File: src/rtl/ppt_regfile_mc.sv
// Multi-channel PPT register map: per-channel shadow/active timing sets with
// atomic commit, coherent 16-bit done-count readback, sticky W1C done flags and IRQ.
module ppt_regfile_mc #(
  parameter int NUM_CH = 2,
  parameter int ADDR_W = 6
) (
  input  logic                   clk,
  input  logic                   rstn,
  input  logic [ADDR_W-1:0]      address,
  input  logic [7:0]             data_in,
  input  logic                   write_enable,
  input  logic                   read_enable,
  output logic [7:0]             data_out,
  output logic [5*NUM_CH-1:0]    clk_div,
  output logic [16*NUM_CH-1:0]   period,
  output logic [16*NUM_CH-1:0]   width,
  output logic [16*NUM_CH-1:0]   count,
  output logic [NUM_CH-1:0]      run_ppt,
  input  logic [16*NUM_CH-1:0]   count_done,
  input  logic [NUM_CH-1:0]      done,
  output logic                   irq
);

  localparam logic [4:0]  RST_CLK_DIV = 5'd9;
  localparam logic [15:0] RST_PERIOD  = 16'd128;
  localparam logic [15:0] RST_WIDTH   = 16'd1;
  localparam logic [15:0] RST_COUNT   = 16'd16;

  logic [4:0]  sh_clk_div  [NUM_CH];
  logic [15:0] sh_period   [NUM_CH];
  logic [15:0] sh_width    [NUM_CH];
  logic [15:0] sh_count    [NUM_CH];
  logic [4:0]  act_clk_div [NUM_CH];
  logic [15:0] act_period  [NUM_CH];
  logic [15:0] act_width   [NUM_CH];
  logic [15:0] act_count   [NUM_CH];
  logic [7:0]  cnt_hold    [NUM_CH];

  logic [NUM_CH-1:0] run_q;
  logic [NUM_CH-1:0] irq_en;
  logic [NUM_CH-1:0] sticky;
  logic [NUM_CH-1:0] done_q;
  logic [NUM_CH-1:0] done_rise;
  logic [NUM_CH-1:0] sticky_clr;

  logic [7:0] cfg_sel [NUM_CH];
  logic [2:0] st_sel  [NUM_CH];
  logic [7:0] rd_data;

  always_comb begin
    for (int c = 0; c < NUM_CH; c++) begin
      for (int k = 0; k < 8; k++)
        cfg_sel[c][k] = (address == ADDR_W'(8*c + k));
      for (int k = 0; k < 3; k++)
        st_sel[c][k] = (address == ADDR_W'(8*NUM_CH + 3*c + k));
    end
  end

  assign done_rise = done & ~done_q;

  always_comb begin
    sticky_clr = '0;
    for (int c = 0; c < NUM_CH; c++)
      sticky_clr[c] = write_enable & st_sel[c][2] & data_in[1];
  end

  // Read mux sees pre-write state, so a simultaneous write returns the old value.
  always_comb begin
    rd_data = 8'h00;
    for (int c = 0; c < NUM_CH; c++) begin
      if (cfg_sel[c][0]) rd_data = {3'b000, sh_clk_div[c]};
      if (cfg_sel[c][1]) rd_data = sh_period[c][7:0];
      if (cfg_sel[c][2]) rd_data = sh_period[c][15:8];
      if (cfg_sel[c][3]) rd_data = sh_width[c][7:0];
      if (cfg_sel[c][4]) rd_data = sh_width[c][15:8];
      if (cfg_sel[c][5]) rd_data = sh_count[c][7:0];
      if (cfg_sel[c][6]) rd_data = sh_count[c][15:8];
      if (cfg_sel[c][7]) rd_data = {5'b00000, irq_en[c], 1'b0, run_q[c]};
      if (st_sel[c][0])  rd_data = count_done[16*c +: 8];
      if (st_sel[c][1])  rd_data = cnt_hold[c];
      if (st_sel[c][2])  rd_data = {6'b000000, sticky[c], done[c]};
    end
  end

  always_comb begin
    clk_div = '0;
    period  = '0;
    width   = '0;
    count   = '0;
    for (int c = 0; c < NUM_CH; c++) begin
      clk_div[5*c +: 5]  = act_clk_div[c];
      period[16*c +: 16] = act_period[c];
      width[16*c +: 16]  = act_width[c];
      count[16*c +: 16]  = act_count[c];
    end
  end

  assign run_ppt = run_q;

  always_ff @(posedge clk or negedge rstn) begin
    if (!rstn) begin
      for (int c = 0; c < NUM_CH; c++) begin
        sh_clk_div[c]  <= RST_CLK_DIV;
        sh_period[c]   <= RST_PERIOD;
        sh_width[c]    <= RST_WIDTH;
        sh_count[c]    <= RST_COUNT;
        act_clk_div[c] <= RST_CLK_DIV;
        act_period[c]  <= RST_PERIOD;
        act_width[c]   <= RST_WIDTH;
        act_count[c]   <= RST_COUNT;
        cnt_hold[c]    <= 8'h00;
      end
      run_q    <= '0;
      irq_en   <= '0;
      sticky   <= '0;
      done_q   <= '0;
      data_out <= 8'h00;
      irq      <= 1'b0;
    end else begin
      done_q <= done;
      for (int c = 0; c < NUM_CH; c++) begin
        if (write_enable) begin
          if (cfg_sel[c][0]) sh_clk_div[c]      <= data_in[4:0];
          if (cfg_sel[c][1]) sh_period[c][7:0]  <= data_in;
          if (cfg_sel[c][2]) sh_period[c][15:8] <= data_in;
          if (cfg_sel[c][3]) sh_width[c][7:0]   <= data_in;
          if (cfg_sel[c][4]) sh_width[c][15:8]  <= data_in;
          if (cfg_sel[c][5]) sh_count[c][7:0]   <= data_in;
          if (cfg_sel[c][6]) sh_count[c][15:8]  <= data_in;
          if (cfg_sel[c][7]) begin
            run_q[c]  <= data_in[0];
            irq_en[c] <= data_in[2];
            if (data_in[1]) begin
              act_clk_div[c] <= sh_clk_div[c];
              act_period[c]  <= sh_period[c];
              act_width[c]   <= sh_width[c];
              act_count[c]   <= sh_count[c];
            end
          end
        end
        // Latch the high byte with the low-byte read so the pair is coherent.
        if (read_enable && st_sel[c][0])
          cnt_hold[c] <= count_done[16*c+8 +: 8];
      end
      sticky <= done_rise | (sticky & ~sticky_clr);
      irq    <= |(sticky & irq_en);
      if (read_enable)
        data_out <= rd_data;
    end
  end

endmodule

File: config.mk
export PLATFORM = sky130hd
export DESIGN_NAME = ppt_regfile_mc
export DESIGN_NICKNAME = d
export VERILOG_FILES = /design/src/rtl/ppt_regfile_mc.sv
export SDC_FILE = /design/constraint.sdc
export NUM_CORES = 1
export LEC_CHECK = 0
export CAP_MARGIN = 0
export CORE_UTILIZATION = 51
export CTS_BUF_LIST = sky130_fd_sc_hd__clkbuf_8
export CTS_CLUSTER_DIAMETER = 80
export DETAILED_ROUTE_END_ITERATION = 16
export DONT_BUFFER_PORTS = 1
export PLACE_DENSITY = 0.64
export SLEW_MARGIN = 10
export SYNTH_ARGS = -nofsm -noshare
export SYNTH_HDL_FRONTEND = slang
export SYNTH_SLANG_ARGS = --single-unit
export TNS_END_PERCENT = 10
File: constraint.sdc
create_clock -name clk -period 2.1 [get_ports clk]
set_clock_uncertainty 0.1 [all_clocks]
set_input_delay 0.42 -clock clk [delete_from_list [all_inputs] [get_ports clk]]
set_output_delay 0.42 -clock clk [all_outputs]
set_load 0.03 [all_outputs]
==> impl_metrics.json <==
{
  "status": "finished with violations",
  "failed_checks": "negative hold slack",
  "synthesis.area_sq_um": 11060,
  "synth_top_area_share_pct": 50.92,
  "layout-drive-gt1-share_pct": 44.03,
  "rsz0062_at_grt": "no",
  "cts_buffers": 41,
  "p_clk_share_pct": 41.1,
  "syn-num-nets": 875,
  "yosysSeqAreaShare_pct": 55.68,
  "p_total_w": 0.01122,
  "core_area_sq_um": 21150,
  "clkTransAtPathRegs_ps": 70,
  "max_freq_ghz": 0.4887,
  "synth-simple-area-share_pct": 7.073,
  "grt_max_degree": 246,
  "ys_warn_count": 0,
  "port_buffers": 0,
  "path_buf_inv": 1,
  "grt_pass1_wl_um": 49530,
  "power_density_nw_per_um2": 871.2,
  "start_kind": "register",
  "period_share_pct": 97.45,
  "die_area_sq_um": 22270,
  "synthAdderAreaFrac_pct": 0,
  "ys_types": 70,
  "first_pass_iters": 5,
  "dieWidth_um": 149.2,
  "root_buffer": "clkbuf_8",
  "grt.overflow.total": 0,
  "track_usage_pct": 30.54,
  "via_per_inst": 6.190,
  "wirelength_um": 33220,
  "cp.arrival_ps": 2370,
  "post_cts_buffers": 0,
  "path_delay_family": "compound AO/OA/AOI/OAI gates",
  "clock_sinks": 245,
  "mostFrequentLayoutCell": "mux2_2",
  "max_stage_delay_ps": 500,
  "hold_slack_ps": -532.0,
  "critPathRequiredTime_ps": 2430,
  "ant_nets": 0,
  "clockBufferDepth": 3,
  "ys_ff_latch": 245,
  "finalSetupViolations": 0,
  "path_max_fanout": 2,
  "synth-edff-count": 0,
  "syn_avg_cell_area_sq_um": 13.43,
  "slew_viol_final": 0,
  "yosys-top-cells-area": "dfrtp_1 51%, mux2_2 24%, dfstp_2 4.8%",
  "finalHoldViolCount": 245,
  "worst_slack_ps": 53.57,
  "n_fill_cell": 1662,
  "p_comb_share_pct": 8.3,
  "post-place-ws_ps": -233.4,
  "switching_power_w": 0.002867,
  "yosys_most_used_dff": "dfrtp_1",
  "min_period_ps": 2046,
  "num-nets-final": 952,
  "antenna_found_initial": 1,
  "cpMaxStageDelayCell": "mux4_2",
  "dpl.hpwl_um": 22850,
  "synth-compound-area-share_pct": 7.865,
  "area_growth_pct": 16.49,
  "io_pins": 169,
  "final_cell_mix": "236 x mux2_2, 225 x dfrtp_1, 59 x buf_4, 51 x clkbuf_8",
  "cts_hold_buf": 27,
  "synth_top_cell_by_area": "dfrtp_1",
  "clk-insertion-delay-late_ps": 540,
  "netSwitchingFraction_pct": 25.55,
  "synth-xor-area-share_pct": 0.07921,
  "ys_async_sr_fraction_pct": 100.0,
  "endpoint_kind": "register",
  "first_iter_violations": 626,
  "hp-class": "in -> async",
  "grt_pass1_vias": 7793,
  "pwr-share-seq_pct": 50.6,
  "design_area_sq_um": 12880,
  "postPlaceCellArea_sq_um": 11700,
  "drc": 0,
  "synth_top_family_by_area": "multiplexers",
  "htreeDepth": 2,
  "synth_cells": 823,
  "gp_congestion": 0.9415,
  "worstMarginPinSlew_ps": 1070,
  "vias": 7465,
  "cap_violations": 0,
  "cts_tree": "done",
  "tns_ps": 0,
  "start_util_pct": 52.27,
  "p_leak_nw": 5.995,
  "vdd_drop_max_uv": 517.2,
  "relSlewSlack_pct": 28.46,
  "synthMuxAreaShare_pct": 26.33,
  "worstSetupPathType": "reg -> reg",
  "die_h_um": 149.2,
  "p_int_w": 0.008354,
  "wire_per_inst_um": 27.55,
  "crit_chain": "mux4_2, a22o_1, a211o_1, a211oi_2, buf_4, o31ai_1",
  "num_rows": 53
}
cell type report:
class	instances	area, sq um	share of cell area [%]
antenna	2	5.005	0.03886
clock buffer	51	701.9	5.450
clock inverter	21	193.9	1.506
inverter	11	41.29	0.3206
multi-input combinational	508	4584	35.59
sequential	245	6156	47.79
tap	275	344.1	2.671
timing repair buffer	93	853.3	6.625
final timing paths:
check,startpoint,end,slack [ps],depth (start not counted)
setup / recovery,sh_count[24]$_DFFE_PN0P_,data_out[0]$_DFFE_PN0P_,50,6
hold / removal,rstn,count[10]$_DFFE_PN0P_,-530,0
setup reg to reg,sh_count[24]$_DFFE_PN0P_,data_out[0]$_DFFE_PN0P_,50,6
hold reg to reg,done_q[0]$_DFF_PN0_,sticky[0]$_DFF_PN0_,340,1
max in group asynchronous,rstn,width[16]$_DFFE_PN1P_,2070,0
min in group clk,read_enable,data_out[2]$_DFFE_PN0P_,30,2
layer usage:
layer	up-vias	track usage, %	part of all wire, %
met1	3885	43.45	46
met3	67	8.746	8.2
li1	3212	-	-
met4	0	10.66	2.6
met5	-	0.9091	0
met2	301	44.44	44
worst reg2reg max path: stages (launching register included):
cell,delay (ps)
dfrtp_1,410
mux4_2,500
a22o_1,230
a211o_1,260
a211oi_2,240
buf_4,130
o31ai_1,60
stage by stage:
stage	utilization, %	std cells
6_report	60.89	1206
5_1_grt	60.87	1205
4_1_cts	60.84	1204
3_5_place_dp	55.33	1105
3_3_place_gp	55.33	1105
2_1_floorplan	-	823
power by group through the flow:
stage | registers (W) | logic [W] | clock network [W]
global placement | 0.00574 | 0.000796 | 0
finish | 0.00568 | 0.000929 | 0.00461
detailed placement | 0.00576 | 0.000819 | 0
CTS | 0.00567 | 0.000924 | 0.00469
floorplan | 0.00557 | 0.000666 | 0
global route | 0.00572 | 0.000989 | 0.00488
cells by family after synthesis:
family | after synthesis
muxes | 251
AOI/OAI and AO/OA | 121
and+or+nand+nor | 135
DFF | 245
buffers and inverters | 70
xor gates and xnor gates | 1
state kept, by name (all words and copies together), names as in the netlist:
signal / count
irq: 1
period: 32
count: 32
data_out: 8
sh_count: 32
cnt_hold: 16
irq_en: 2
sticky: 2
sh_period: 32
done_q: 2
width: 32
clk_div: 10
run_ppt: 2
sh_width: 32
sh_clk_div: 10
cell usage after synthesis (all sizes together), types with 2 or more instances:
| master | number |
|---|---|
| and4bb | 2 |
| o21a | 4 |
| buf | 38 |
| nor2 | 31 |
| inv | 11 |
| o21ai | 20 |
| o22ai | 9 |
| o32ai | 3 |
| or2 | 2 |
| a31oi | 3 |
| a221oi | 5 |
| nor2b | 5 |
| and3 | 4 |
| o221ai | 10 |
| o31ai | 4 |
| nor4 | 3 |
| o32a | 2 |
| mux4 | 8 |
| nor3 | 16 |
| mux2i | 4 |
| nand3 | 21 |
| a21o | 2 |
| nor4b | 3 |
| nand2 | 27 |
| o211ai | 7 |
| a21oi | 17 |
| a22oi | 6 |
| a211o | 3 |
| nand4bb | 2 |
| dfstp | 20 |
| nand4 | 4 |
| o31a | 2 |
| nand2b | 2 |
| and2 | 2 |
| dfrtp | 225 |
| or4b | 4 |
| o2111ai | 2 |
| a211oi | 7 |
| o21bai | 2 |
| mux2 | 239 |
| a32oi | 2 |
| a22o | 4 |
| clkbuf | 21 |
timing repair:
action | in CTS | in global routing
endpoints found under the hold margin | 380 | 245
gates resized for setup | 0 | 1
setup endpoints to repair | 0 | 1
Note: power is estimated with default switching activity, not from simulation.
